<file path="config.mk">
export PLATFORM = sky130hd
export DESIGN_NAME = spi_slave_responder_flat
export DESIGN_NICKNAME = d
export VERILOG_FILES = /design/src/rtl/spi_slave_responder_pkg.sv /design/src/rtl/spi_slave_responder_if.sv /design/src/rtl/spi_slave_responder_sync_edge.sv /design/src/rtl/spi_slave_responder.sv /design/src/flat_wrapper.sv
export SDC_FILE = /design/constraint.sdc
export NUM_CORES = 1
export LEC_CHECK = 0
export BUFFER_PORTS_ARGS = -buffer_cell sky130_fd_sc_hd__buf_2
export CAP_MARGIN = 40
export CORE_ASPECT_RATIO = 1.1
export CORE_MARGIN = 2
export CORE_UTILIZATION = 60
export CTS_CLUSTER_DIAMETER = 100
export DETAILED_ROUTE_END_ITERATION = 16
export PLACE_DENSITY_LB_ADDON = 0.05
export SLEW_MARGIN = 20
export SYNTH_ARGS = -nofsm -noshare
export SYNTH_HDL_FRONTEND = slang
export SYNTH_HIERARCHICAL = 1
export SYNTH_SLANG_ARGS = --single-unit
</file>
<file path="constraint.sdc">
create_clock -name clk_i -period 3.1 [get_ports clk_i]
set_clock_uncertainty 0.2 [all_clocks]
set_input_delay 0.62 -clock clk_i [delete_from_list [all_inputs] [get_ports clk_i]]
set_output_delay 0.62 -clock clk_i [all_outputs]
set_load 0.005 [all_outputs]
</file>
<file path="src/rtl/spi_slave_responder_pkg.sv">
// Shared definitions for the SPI mode-0 slave responder and its master bench.
//   state_t            : responder FSM states (IDLE, SHIFT)
//   SPI_MODE/CPOL/CPHA : SPI mode constants (mode 0)
//   SPI_DATA_W         : default word width
//   SPI_SYNC_STG       : default synchroniser depth
//   SPI_MIN_OVERSAMPLE : minimum sclk high/low time in system clocks
package spi_pkg;
  typedef enum logic {IDLE = 1'b0, SHIFT = 1'b1} state_t;

  localparam logic [1:0] SPI_MODE = 2'b00;
  localparam logic SPI_CPOL = SPI_MODE[1];
  localparam logic SPI_CPHA = SPI_MODE[0];

  localparam int SPI_DATA_W   = 8;
  localparam int SPI_SYNC_STG = 2;

  // Synchroniser depth + edge flop + one clock to act on the edge.
  function automatic int min_half_clks(input int sync_stg);
    return sync_stg + 2;
  endfunction

  localparam int SPI_MIN_OVERSAMPLE = min_half_clks(SPI_SYNC_STG);
endpackage

</file>
<file path="src/rtl/spi_slave_responder_if.sv">
// Bus interface for spi_slave_responder: SPI pins plus host tx/rx handshake.
//   SPI side : sclk, cs_n, mosi (to slave), miso, miso_oe (from slave)
//   Host side: tx_data/tx_valid (to slave), tx_ready, rx_data, rx_valid (from slave)
// Modports: slave (the responder), master (SPI master + host driver).
interface spi_slave_responder_if
  import spi_pkg::*;
#(
  parameter int DATA_W = SPI_DATA_W
);
  logic              sclk;
  logic              cs_n;
  logic              mosi;
  logic              miso;
  logic              miso_oe;
  logic [DATA_W-1:0] tx_data;
  logic              tx_valid;
  logic              tx_ready;
  logic [DATA_W-1:0] rx_data;
  logic              rx_valid;

  modport slave (
    input  sclk, cs_n, mosi, tx_data, tx_valid,
    output miso, miso_oe, tx_ready, rx_data, rx_valid
  );

  modport master (
    output sclk, cs_n, mosi, tx_data, tx_valid,
    input  miso, miso_oe, tx_ready, rx_data, rx_valid
  );
endinterface

</file>
<file path="src/rtl/spi_slave_responder_sync_edge.sv">
// spi_sync_edge: SYNC_STG-deep synchroniser for an asynchronous input followed
// by one history flop, producing single-clock rise/fall pulses.
//   clk_i, rst_i : system clock, synchronous active-high reset
//   d_i          : asynchronous input
//   rise_o/fall_o: one-clock pulses on synced 0->1 / 1->0 transitions
// RST_VAL is the line's idle level so releasing reset does not fake an edge.
module spi_sync_edge
  import spi_pkg::*;
#(
  parameter int   SYNC_STG = SPI_SYNC_STG,
  parameter logic RST_VAL  = 1'b0
) (
  input  logic clk_i,
  input  logic rst_i,
  input  logic d_i,
  output logic rise_o,
  output logic fall_o
);
  logic [SYNC_STG-1:0] sync_q;
  logic                prev_q;
  logic                lvl;

  assign lvl = sync_q[SYNC_STG-1];

  always_ff @(posedge clk_i) begin
    if (rst_i) begin
      sync_q <= {SYNC_STG{RST_VAL}};
      prev_q <= RST_VAL;
    end else begin
      sync_q <= {sync_q[SYNC_STG-2:0], d_i};
      prev_q <= lvl;
    end
  end

  assign rise_o = lvl & ~prev_q;
  assign fall_o = ~lvl & prev_q;
endmodule

</file>
<file path="src/rtl/spi_slave_responder.sv">
// spi_slave_responder: SPI mode-0 slave, oversampled on the system clock.
// Deserialises MOSI into rx_data (rx_valid pulse per word) and serialises
// host-supplied words from a one-deep holding buffer onto MISO, MSB first.
//   clk_i : system clock          rst_i : synchronous active-high reset
//   bus   : spi_slave_responder_if.slave (SPI pins + tx/rx handshake)
// Build option: SPI_SLAVE_ECHO_EN -- when the holding buffer is empty at a
// load point, send the last rx_data instead of an all-zeros word.
module spi_slave_responder
  import spi_pkg::*;
#(
  parameter int DATA_W   = SPI_DATA_W,
  parameter int SYNC_STG = SPI_SYNC_STG
) (
  input  logic                  clk_i,
  input  logic                  rst_i,
  spi_slave_responder_if.slave  bus
);
  localparam int CNT_W = $clog2(DATA_W + 1);

  logic sclk_rise, sclk_fall, cs_rise, cs_fall;
  logic [SYNC_STG-1:0] mosi_sync_q;
  logic mosi_s;

  spi_sync_edge #(.SYNC_STG(SYNC_STG), .RST_VAL(SPI_CPOL)) u_sclk_sync (
    .clk_i(clk_i), .rst_i(rst_i), .d_i(bus.sclk),
    .rise_o(sclk_rise), .fall_o(sclk_fall)
  );

  spi_sync_edge #(.SYNC_STG(SYNC_STG), .RST_VAL(1'b1)) u_cs_sync (
    .clk_i(clk_i), .rst_i(rst_i), .d_i(bus.cs_n),
    .rise_o(cs_rise), .fall_o(cs_fall)
  );

  // mosi gets the same depth as sclk so it lines up with the detected rise.
  always_ff @(posedge clk_i) begin
    if (rst_i) mosi_sync_q <= '0;
    else       mosi_sync_q <= {mosi_sync_q[SYNC_STG-2:0], bus.mosi};
  end
  assign mosi_s = mosi_sync_q[SYNC_STG-1];

  state_t            state_q, state_d;
  logic [CNT_W-1:0]  bit_cnt_q, bit_cnt_d;
  logic [DATA_W-2:0] rx_shift_q, rx_shift_d;   // the last bit comes straight from mosi_s
  logic [DATA_W-1:0] tx_shift_q, tx_shift_d;
  logic              miso_q, miso_d;
  logic              miso_oe_q, miso_oe_d;
  logic [DATA_W-1:0] rx_data_q, rx_data_d;
  logic              rx_valid_q, rx_valid_d;
  logic [DATA_W-1:0] hold_q, hold_d;
  logic              hold_full_q, hold_full_d;
  logic [DATA_W-1:0] empty_word, load_word;

`ifdef SPI_SLAVE_ECHO_EN
  assign empty_word = rx_data_q;
`else
  assign empty_word = '0;
`endif
  assign load_word = hold_full_q ? hold_q : empty_word;

  always_comb begin
    state_d     = state_q;
    bit_cnt_d   = bit_cnt_q;
    rx_shift_d  = rx_shift_q;
    tx_shift_d  = tx_shift_q;
    miso_d      = miso_q;
    miso_oe_d   = miso_oe_q;
    rx_data_d   = rx_data_q;
    rx_valid_d  = 1'b0;
    hold_d      = hold_q;
    hold_full_d = hold_full_q;

    case (state_q)
      IDLE: begin
        miso_oe_d = 1'b0;
        if (cs_fall) begin
          state_d     = SHIFT;
          bit_cnt_d   = '0;
          tx_shift_d  = load_word;
          miso_d      = load_word[DATA_W-1];
          miso_oe_d   = 1'b1;
          hold_full_d = 1'b0;
        end
      end
      SHIFT: begin
        if (sclk_rise) begin
          rx_shift_d = {rx_shift_q[DATA_W-3:0], mosi_s};
          bit_cnt_d  = bit_cnt_q + CNT_W'(1);
          if (bit_cnt_q == CNT_W'(DATA_W - 1)) begin
            rx_data_d  = {rx_shift_q, mosi_s};
            rx_valid_d = 1'b1;
          end
        end else if (sclk_fall && !cs_rise) begin
          if (bit_cnt_q == CNT_W'(DATA_W)) begin
            // Word boundary: start the next word without a cs_n cycle.
            bit_cnt_d   = '0;
            tx_shift_d  = load_word;
            miso_d      = load_word[DATA_W-1];
            hold_full_d = 1'b0;
          end else begin
            tx_shift_d = tx_shift_q << 1;
            miso_d     = tx_shift_q[DATA_W-2];
          end
        end
        // Deselect aborts the word; a word completed on this same clock still reports.
        if (cs_rise) begin
          state_d   = IDLE;
          bit_cnt_d = '0;
          miso_d    = 1'b0;
          miso_oe_d = 1'b0;
        end
      end
      default: state_d = IDLE;
    endcase

    // Accept after the load decision so a same-clock load sees the old, empty buffer.
    if (bus.tx_valid && !hold_full_q) begin
      hold_d      = bus.tx_data;
      hold_full_d = 1'b1;
    end
  end

  always_ff @(posedge clk_i) begin
    if (rst_i) begin
      state_q     <= IDLE;
      bit_cnt_q   <= '0;
      rx_shift_q  <= '0;
      tx_shift_q  <= '0;
      miso_q      <= 1'b0;
      miso_oe_q   <= 1'b0;
      rx_data_q   <= '0;
      rx_valid_q  <= 1'b0;
      hold_q      <= '0;
      hold_full_q <= 1'b0;
    end else begin
      state_q     <= state_d;
      bit_cnt_q   <= bit_cnt_d;
      rx_shift_q  <= rx_shift_d;
      tx_shift_q  <= tx_shift_d;
      miso_q      <= miso_d;
      miso_oe_q   <= miso_oe_d;
      rx_data_q   <= rx_data_d;
      rx_valid_q  <= rx_valid_d;
      hold_q      <= hold_d;
      hold_full_q <= hold_full_d;
    end
  end

  assign bus.miso     = miso_q;
  assign bus.miso_oe  = miso_oe_q;
  assign bus.tx_ready = ~hold_full_q;
  assign bus.rx_data  = rx_data_q;
  assign bus.rx_valid = rx_valid_q;
endmodule
</file>
<file path="src/flat_wrapper.sv">
// flat-port wrapper written by rule: the top's interface ports become plain ports
module spi_slave_responder_flat import spi_pkg::*;
#(
  parameter int DATA_W   = SPI_DATA_W,
  parameter int SYNC_STG = SPI_SYNC_STG
)
  (clk_i, rst_i, bus_sclk, bus_cs_n, bus_mosi, bus_tx_data, bus_tx_valid, bus_miso, bus_miso_oe, bus_tx_ready, bus_rx_data, bus_rx_valid);
  spi_slave_responder_if #(.DATA_W(DATA_W)) bus_i ();
  input  logic clk_i;
  input  logic rst_i;
  input wire logic [$bits(bus_i.sclk)-1:0] bus_sclk;
  input wire logic [$bits(bus_i.cs_n)-1:0] bus_cs_n;
  input wire logic [$bits(bus_i.mosi)-1:0] bus_mosi;
  input wire logic [$bits(bus_i.tx_data)-1:0] bus_tx_data;
  input wire logic [$bits(bus_i.tx_valid)-1:0] bus_tx_valid;
  output wire logic [$bits(bus_i.miso)-1:0] bus_miso;
  output wire logic [$bits(bus_i.miso_oe)-1:0] bus_miso_oe;
  output wire logic [$bits(bus_i.tx_ready)-1:0] bus_tx_ready;
  output wire logic [$bits(bus_i.rx_data)-1:0] bus_rx_data;
  output wire logic [$bits(bus_i.rx_valid)-1:0] bus_rx_valid;
  assign bus_i.sclk = bus_sclk;
  assign bus_i.cs_n = bus_cs_n;
  assign bus_i.mosi = bus_mosi;
  assign bus_i.tx_data = bus_tx_data;
  assign bus_i.tx_valid = bus_tx_valid;
  assign bus_miso = bus_i.miso;
  assign bus_miso_oe = bus_i.miso_oe;
  assign bus_tx_ready = bus_i.tx_ready;
  assign bus_rx_data = bus_i.rx_data;
  assign bus_rx_valid = bus_i.rx_valid;
  spi_slave_responder #(.DATA_W(DATA_W), .SYNC_STG(SYNC_STG)) u_core (.clk_i(clk_i), .rst_i(rst_i), .bus(bus_i));
endmodule
</file>
==> results of run 1 <==
-- report_power, final --
group	internal, mW	total (mW)	switching, mW
logic	0.0320	0.0729	0.0409
registers	0.622	0.637	0.0147
clock network	0.134	0.319	0.185
-- worst register-to-register path, stage by stage, from the launching register on --
cell      delay [ns]
dfxtp_1         0.33
and2b_1         0.29
nor2b_1         0.53
or2_1           0.37
a311oi_2        0.16
-- final cells by class --
| cell class | instances | area, um^2 | area share |
|---|---|---|---|
| sequential | 47 | 941 | 0.437 |
| tap | 34 | 42.5 | 0.0198 |
| clock buffer | 8 | 68.8 | 0.0320 |
| multi-input combinational | 160 | 930 | 0.432 |
| inverter | 5 | 18.8 | 0.00872 |
| timing repair buffer | 28 | 151 | 0.0703 |
-- path summary, 6_finish.rpt --
kind | from | end | slack (ns) | cells after the start
worst min register to register | u_core/u_cs_sync/sync_q[0] | u_core/u_cs_sync/sync_q[1] | 0.23 | 1
worst min-delay path | u_core/u_cs_sync/sync_q[0] | u_core/u_cs_sync/sync_q[1] | 0.23 | 1
worst max-delay path | u_core/hold_full_q | bus_tx_ready | 1.10 | 2
worst max register to register | u_core/u_cs_sync/sync_q[1] | u_core/tx_shift_q[1] | 1.11 | 4
-- per-layer routing --
layer  GRT usage  wire, um  vias to the layer above  part of all wire
met3      0.0587       163                        9             0.044
li1            -         -                      836                 -
met5           0         0                        -                 0
met1       0.244      1590                      760              0.43
met4      0.0739        65                        0             0.018
met2       0.364      1890                       45              0.51
-- cell usage after synthesis, types with 2 or more instances --
cell	instances
ha_1	2
and2b_1	2
nand4b_1	2
a21oi_1	26
inv_1	5
clkbuf_1	7
nand2_1	42
a311oi_1	7
nor3_1	7
a311oi_2	2
o22ai_1	2
nor2_1	4
nand3_1	15
buf_2	8
nand3b_1	2
nor2b_1	10
o21ai_0	9
a21o_1	6
dfxtp_1	47
nand2b_1	3
or2_1	4
-- sequential cells by signal, indices dropped and copies added (netlist names) --
signal / flops
u_core/bit_cnt_q: 4
u_core/bus.miso_oe: 1
u_core/bus.rx_valid: 1
u_core/u_sclk_sync/sync_q: 2
u_core/u_sclk_sync/prev_q: 1
u_core/state_q: 1
u_core/hold_full_q: 1
u_core/bus.rx_data: 8
u_core/u_cs_sync/prev_q: 1
u_core/rx_shift_q: 7
u_core/mosi_sync_q: 2
u_core/bus.miso: 1
u_core/u_cs_sync/sync_q: 2
u_core/hold_q: 8
u_core/tx_shift_q: 7
-- through the flow --
stage	hold WS, ns	cell area (um^2)	setup WS, ns	total power, mW
final	0.230	2150	1.10	1.03
after floorplan	0.183	1980	1.37	0.700
after CTS	0.232	2140	0.910	1.03
after detailed placement	0.209	2070	0.942	0.721
after global placement	0.187	2070	1.04	0.717
after global routing	0.208	2150	0.949	1.08
-- logic make-up after synthesis --
| logic type | count (synthesis) |
|---|---|
| AND/OR/NAND/NOR | 98 |
| AO/OA/AOI/OAI | 59 |
| flip-flops | 47 |
| adder cells (fa/ha/maj) | 2 |
| buffers and inverters | 23 |
| multiplexers | 1 |
==> key figures, run 1 <==
Worst setup path
  – Worst setup SP type: flip-flop
  – Slowest cell on crit path: dfxtp_1
  – CP bufs+invs: 2
  – WP data required: 2.28 ns
  – CP delay by family, top: flip-flops
  – Crit. End Element: output port
  – CP max FO: 14
  – WP data arrival: 1.18 ns
  – Critical Path, Cell by Cell: inv_1, buf_2
  – Critical Setup Path Class: flip-flop to output port
  – CP max stage delay: 0.62 ns

Logic synthesis
  – Simple-gate area share of the yosys netlist: 0.257
  – Post-Syn Area: 0.00198 mm^2
  – Post-Synth Adder-Cell Area: 0.0127
  – Number of synthesized flops with an enable pin: 0
  – Yosys cell types: 39
  – Avg Inst Size Synth: 8.59 um^2
  – Synth Register Bits: 47
  – Syn nets: 246
  – Synth warn: 6
  – Seq/Total Area, Yosys: 0.476
  – Post-synthesis cell count: 230
  – Xor-xnor portion of the synthesized cell area: 0
  – Synth Area in Compound Gates: 0.195
  – Largest area contributor in the netlist: dfxtp_1
  – Largest cells by area after synthesis: dfxtp_1 (48%), nand2_1 (8.0%), a21oi_1 (6.6%)
  – Largest family of logic cells by synthesized area: simple AND/OR/NAND/NOR gates
  – Top-area cell type share of the netlist area: 0.476
  – Async SR Flop Fraction: 0
  – Multiplexer share of the synthesized area: 0.00570
  – Ys flop type: dfxtp_1

Hold path
  – Hold/Removal Path Class: flip-flop to flip-flop

Pwr
  – P per Cell Area: 478 mW/mm^2
  – Total leakage power: 0.777 nW
  – VDD IR max: 0.290 mV

Clocking
  – Clock-pin slew on the worst setup and hold paths: 0.13 ns
  – Root Driver: clkbuf_4
  – CTS tree: yes
  – H-tree depth: 2
  – CTS resizes: 0
  – Hold Buf Count CTS: 0
  – CTS Buf Count: 5
  – Clock sinks: between 40 and 50
  – Worst-Skew Late Latency: roughly 0.36 ns
  – Clock buffer depth: 2
  – Post-CTS Setup Bufs: 0

Detailed routing
  – Via-to-Cell Ratio: 5.85
  – Vias: 1650
  – Total wire length: around 3700 um
  – TritonRoute pass-1 iters: 10
  – Initial DRC Count: 94
  – Post-route ant nets: 0
  – Residual DRC: 2
  – WL per Instance: around 13 um

Final layout
  – Fillers: approximately 260
  – P&R area growth vs syn: 8.93%
  – # diodes: 0
  – Most frequent cells in the layout: dfxtp_1 (47), nand2_1 (42), a21oi_1 (26), buf_2 (25), nand3_1 (15)
  – Final #Nets: 263
  – Leading cell type in the layout, fill and taps excluded: dfxtp_1
  – Layout cells sized above 1: 0.165
  – Final Non-Filler Cells: about 280
  – Final core occ: 0.694

Floorplanning
  – # IOs: 26
  – Die Width: 58.7 um
  – Initial Utilization: 0.637
  – Core Box Area: 0.00310 mm^2
  – Cell Rows: 21
  – Die area: 0.00377 mm^2
  – Die Y: 64.2 um

Timing
  – Actual slew at the worst max-slew pin: 0.599 ns
  – Final setup violation count: 0
  – RSZ-0062 raised after global routing: false
  – Fmax: 0.500 GHz
  – Headroom to the max-slew limit: 0.600
  – Fin crit share: 0.645
  – Slew Limit Fails: 0
  – Fin Setup TNS: 0 ns
  – Min Tclk post-route: 2.00 ns
  – Final hold violation count: 0

Run status
  – Failing checks: design-rule violations
  – Run status: finished with violations

Flow run
  – Maxcap violations: 0

Global routing
  – Largest net degree at the start of global routing: 32
  – First-pass GRT wire length: slightly above 6000 um
  – GRT Residual Overflow: 0
  – Vias in the first global route: 1467
  – Total track usage: 0.210
  – Initial antenna violation count: 0

Placement
  – # port buffers: 25
  – Placed instance count: approximately 270
  – DP Wirelength: about 2600 um
  – Final GP Congestion: 0.826
Power figures use the tool's default switching activity.
==> run 2: changes to the inputs <==
--- a/config.mk
+++ b/config.mk
@@ -9,7 +9,7 @@
 export CAP_MARGIN = 40
 export CORE_ASPECT_RATIO = 1.1
 export CORE_MARGIN = 2
-export CORE_UTILIZATION = 60
+export CORE_UTILIZATION = 51
 export CTS_CLUSTER_DIAMETER = 100
 export DETAILED_ROUTE_END_ITERATION = 16
 export PLACE_DENSITY_LB_ADDON = 0.05
==> constraint.sdc (replaced) <==
create_clock -name clk_i -period 1.8 [get_ports clk_i]
set_clock_uncertainty 0.2 [all_clocks]
set_input_delay 0.36 -clock clk_i [delete_from_list [all_inputs] [get_ports clk_i]]
set_output_delay 0.36 -clock clk_i [all_outputs]
set_load 0.005 [all_outputs]
==> run 2 against run 1 <==
Compared with the run above:
- the run now ends clean
- total power up 85%
- flip-flop and latch count unchanged
- sequential power grew 71%
- non-clock buffer count increased by 7
- first-iteration DRC count is 15% lower
- core utilization shrank 8.2 points
- clock power rose by 110%
- hold slack worse by 0.18 ns
- highest routed layer unchanged
- global-route usage shrank 2.0 points
- combinational power up 89%
==> key figures, run 2 (synthesis gave the netlist of run 1 again) <==
Global routing
  – Initial antenna violation count: 0
  – First-pass GRT wire length: 6800 um
  – Vias in the first global route: 1607
  – Largest net degree at the start of global routing: 20
  – GRT Residual Overflow: 0
  – Total track usage: 0.190

Final layout
  – Final #Nets: 270
  – Layout cells sized above 1: 0.196
  – Leading cell type in the layout, fill and taps excluded: dfxtp_1
  – # diodes: 0
  – P&R area growth vs syn: 14.2%
  – Most frequent cells in the layout: dfxtp_1 (46), nand2_1 (42), a21oi_1 (26), buf_2 (25), nand3_1 (15)

Timing
  – Final setup margin: 0.0895 ns
  – Final setup violation count: 0
  – Slew Limit Fails: 0
  – Fmax: 0.585 GHz
  – Final hold violation count: 0
  – Fin Setup TNS: 0 ns
  – Headroom to the max-slew limit: 0.653
  – Min Tclk post-route: 1.71 ns
  – Fin crit share: 0.950
  – Actual slew at the worst max-slew pin: a little over 0.5 ns
  – RSZ-0062 raised after global routing: true

Clocking
  – Clock buffer depth: 2
  – H-tree depth: 2
  – CTS resizes: 0
  – Clock sinks: 47
  – Root Driver: clkbuf_8
  – Worst-Skew Late Latency: 0.29 ns
  – Post-CTS Setup Bufs: 0
  – Clock-pin slew on the worst setup and hold paths: ~0.080 ns
  – CTS Buf Count: 5
  – CTS tree: yes
  – Hold Buf Count CTS: 0

Placement
  – DP Wirelength: between 2000 and 3000 um
  – Worst slack at placement: 0.107 ns
  – # port buffers: 25
  – Final GP Congestion: around 0.84

Detailed routing
  – Total wire length: 3870 um
  – M1 WL: around 1600 um
  – Residual DRC: 0
  – Post-route ant nets: 0
  – Via-to-Cell Ratio: 5.42
  – Initial DRC Count: 80
  – TritonRoute pass-1 iters: 4
  – Met2 wire len: 2140 um
  – Vias: approximately 1700
  – WL per Instance: around 13 um
  – Max Used Layer: met4
  – Routed wl met3: 121 um

Worst setup path
  – Critical Setup Path Class: flip-flop to flip-flop
  – CP max FO: 8
  – CP max stage delay: 0.36 ns
  – CP delay by family, top: simple AND/OR/NAND/NOR gates
  – CP bufs+invs: 0
  – Slowest cell on crit path: nor4bb_1
  – Worst setup SP type: flip-flop
  – WP data arrival: ~1.7 ns
  – WP data required: about 1.8 ns
  – Crit. End Element: flip-flop
  – Critical Path, Cell by Cell: nor2b_1, nor4bb_1, or2_1, a311oi_1

Floorplanning
  – Die Y: 69.3 um
  – Core Box Area: 0.00368 mm^2
  – Initial Utilization: 0.536
  – Die Width: 63.3 um
  – Die area: about 0.0044 mm^2
  – Cell Rows: 23
  – # IOs: 26

Pwr
  – P per Cell Area: 843 mW/mm^2
  – Total leakage power: 0.827 nW
  – VDD IR max: 0.574 mV

Run status
  – Run status: finished, final reports clean

Hold path
  – Hold/Removal Path Class: input pin to flip-flop

Flow run
  – Maxcap violations: 0
run 2: changes by cell type in the layout (fill, tap and decap cells not counted), sizes merged:
cell  delta
buf      +7
run 2: report_power, final:
group | switching, mW | internal [mW] | total [mW]
Sequential | 0.0204 | 1.07 | 1.09
Clock | 0.322 | 0.351 | 0.673
Combinational | 0.0764 | 0.0618 | 0.138
run 2: worst paths after layout:
check / slack (ns) / to / startpoint / cells past startpoint
worst max-delay path: 0.09 / u_core/tx_shift_q[6] / u_core/u_sclk_sync/prev_q / 4
worst min-delay path: 0.05 / u_core/u_cs_sync/sync_q[0] / bus_cs_n / 2
worst max register to register: 0.09 / u_core/tx_shift_q[6] / u_core/u_sclk_sync/prev_q / 4
worst min register to register: 0.21 / u_core/u_cs_sync/sync_q[1] / u_core/u_cs_sync/sync_q[0] / 1
run 2: cell type report:
cell class	count	area (um^2)
fillers	353	1430
flip-flops and latches	47	942
multi-input cells	160	932
repair buffers	35	200
clock buffers	8	100
well taps	50	62.6
inverters	5	18.8
run 2: per-stage QoR:
stage	cell area [um^2]	total power [mW]	hold slack, ns	util	cells
finish	2260	1.90	0.0467	0.612	305
detailed placement	2150	1.25	0.195	0.584	297
global placement	2150	1.25	0.193	0.584	297
CTS	2250	1.92	0.0350	0.611	305
floorplan	1980	1.21	0.183	-	230
global route	2260	1.98	0.0383	0.612	305
run 2: worst register-to-register path, stage by stage (launching register included):
cell and delay (ns):
dfxtp_1 0.33, nor2b_1 0.19, nor4bb_1 0.36, or2_1 0.35, a311oi_1 0.15
run 2: routing by layer:
metal,global-route usage,up-vias
met5,0,-
met4,0.0580,0
met3,0.0438,4
met2,0.374,30
met1,0.193,766
li1,-,853
==> run 3: changes to the inputs <==
--- a/config.mk
+++ b/config.mk
@@ -13,6 +13,7 @@
 export CTS_CLUSTER_DIAMETER = 100
 export DETAILED_ROUTE_END_ITERATION = 16
 export PLACE_DENSITY_LB_ADDON = 0.05
+export REMOVE_ABC_BUFFERS = 1
 export SLEW_MARGIN = 20
 export SYNTH_ARGS = -nofsm -noshare
 export SYNTH_HDL_FRONTEND = slang
==> run 3 against run 2 <==
Compared with the run above:
- die area stayed put
- first-iteration DRC count is 21% higher
- register-to-register slack worse by 0.02 ns
- flip-flop and latch count stayed put
- routed wire length is 2.8% higher
==> key figures, run 3 (synthesis gave the netlist of run 1 again) <==
Timing
  – Headroom to the max-slew limit: 0.643
  – Min Tclk post-route: 1.73 ns
  – Fin Setup TNS: 0 ns
  – Final worst hold slack: 0.0395 ns
  – Slew Limit Fails: 0
  – Final hold violation count: 0
  – Final setup violation count: 0
  – Actual slew at the worst max-slew pin: 0.534 ns
  – RSZ-0062 raised after global routing: true
  – Fin crit share: 0.959
  – Final setup margin: 0.0731 ns
  – Fmax: 0.579 GHz

Flow run
  – Maxcap violations: 0

Pwr
  – Total leakage power: about 0.82 nW
  – VDD IR max: 0.399 mV
  – Pwr Total: 1.85 mW
  – P per Cell Area: 812 mW/mm^2

Clocking
  – Hold Buf Count CTS: 0
  – Clock buffer depth: 2
  – H-tree depth: 2
  – Clock-pin slew on the worst setup and hold paths: 0.08 ns
  – CTS tree: yes
  – CTS Buf Count: 5
  – Clock sinks: 47
  – Root Driver: clkbuf_8
  – Worst-Skew Late Latency: 0.30 ns

Global routing
  – First-pass GRT wire length: 6980 um
  – Total track usage: 0.199
  – Initial antenna violation count: 0
  – GRT Residual Overflow: 0
  – Vias in the first global route: 1659
  – Largest net degree at the start of global routing: 21

Final layout
  – # diodes: 0
  – Final Cell Area: 0.00227 mm^2
  – Final core occ: 0.617
  – Leading cell type in the layout, fill and taps excluded: dfxtp_1
  – Final Non-Filler Cells: 306
  – P&R area growth vs syn: 15.0%
  – Most frequent cells in the layout: dfxtp_1 (44), nand2_1 (42), a21oi_1 (26), buf_2 (25), nand3_1 (15)
  – Final #Nets: around 270
  – Layout cells sized above 1: 0.223

Worst setup path
  – Worst setup SP type: flip-flop
  – CP max FO: 7
  – Crit. End Element: flip-flop
  – Critical Setup Path Class: flip-flop to flip-flop
  – WP data required: about 1.8 ns
  – R2r setup slk: 0.07 ns
  – WP data arrival: between 1.5 and 2 ns

Hold path
  – Hold/Removal Path Class: input pin to flip-flop

Placement
  – Worst slack at placement: 0.0667 ns
  – # port buffers: 25
  – DP Wirelength: between 2000 and 3000 um
  – Final GP Congestion: ~0.78
  – Placed Area: between 0.002 and 0.0025 mm^2
  – Placed instance count: 298

Run status
  – Run status: finished, final reports clean

Floorplanning
  – Die Y: 69.3 um
  – Die Width: roughly 63 um
  – Cell Rows: 23
  – Core Box Area: between 0.003 and 0.004 mm^2
  – # IOs: 26
  – Die area: 0.00439 mm^2
  – Initial Utilization: 0.536

Detailed routing
  – Residual DRC: 0
  – TritonRoute pass-1 iters: 4
  – Vias: 1672
  – Post-route ant nets: 0
  – Total wire length: 3980 um
  – Via-to-Cell Ratio: about 5.5
  – WL per Instance: 13.0 um
  – Initial DRC Count: 97
## run 3: path summary, 6_finish.rpt
kind	from	end	cells past startpoint
max	u_core/u_sclk_sync/prev_q	u_core/tx_shift_q[0]	5
max reg2reg	u_core/u_sclk_sync/prev_q	u_core/tx_shift_q[0]	5
min reg2reg	u_core/u_cs_sync/sync_q[0]	u_core/u_cs_sync/sync_q[1]	1
min	bus_cs_n	u_core/u_cs_sync/sync_q[0]	2
## run 3: area by class of cell
cell class	count	area, um^2
Fill cell	364	1410
Multi-Input combinational cell	160	953
Sequential cell	47	945
Timing Repair Buffer	36	208
Clock buffer	6	72.6
Tap cell	50	62.6
Inverter	5	18.8
Clock inverter	2	12.5
## run 3: critical path: stages (launching register included)
cell	delay [ns]
dfxtp_1	0.35
nor2b_1	0.25
nor4bb_4	0.35
buf_4	0.20
nor4b_1	0.06
a31o_2	0.22
## run 3: power breakdown
group | internal [mW] | switching (mW)
Combinational | 0.0654 | 0.0745
Sequential | 1.07 | 0.0231
Clock | 0.272 | 0.341
Total | 1.41 | 0.439
## run 3: metal layers
metal / wire (um) / up-vias / track usage
met3: 151 / 8 / 0.0584
met2: 1990 / 32 / 0.358
met4: 84 / 0 / 0.0894
met1: 1750 / 782 / 0.211
li1: - / 850 / -
met5: 0 / - / 0
## run 3: what timing repair did
action	in CTS	in global routing
setup buffers	0	0
hold endpoints to repair	0	0
endpoints found under the setup margin	0	14
gates resized for setup	0	10
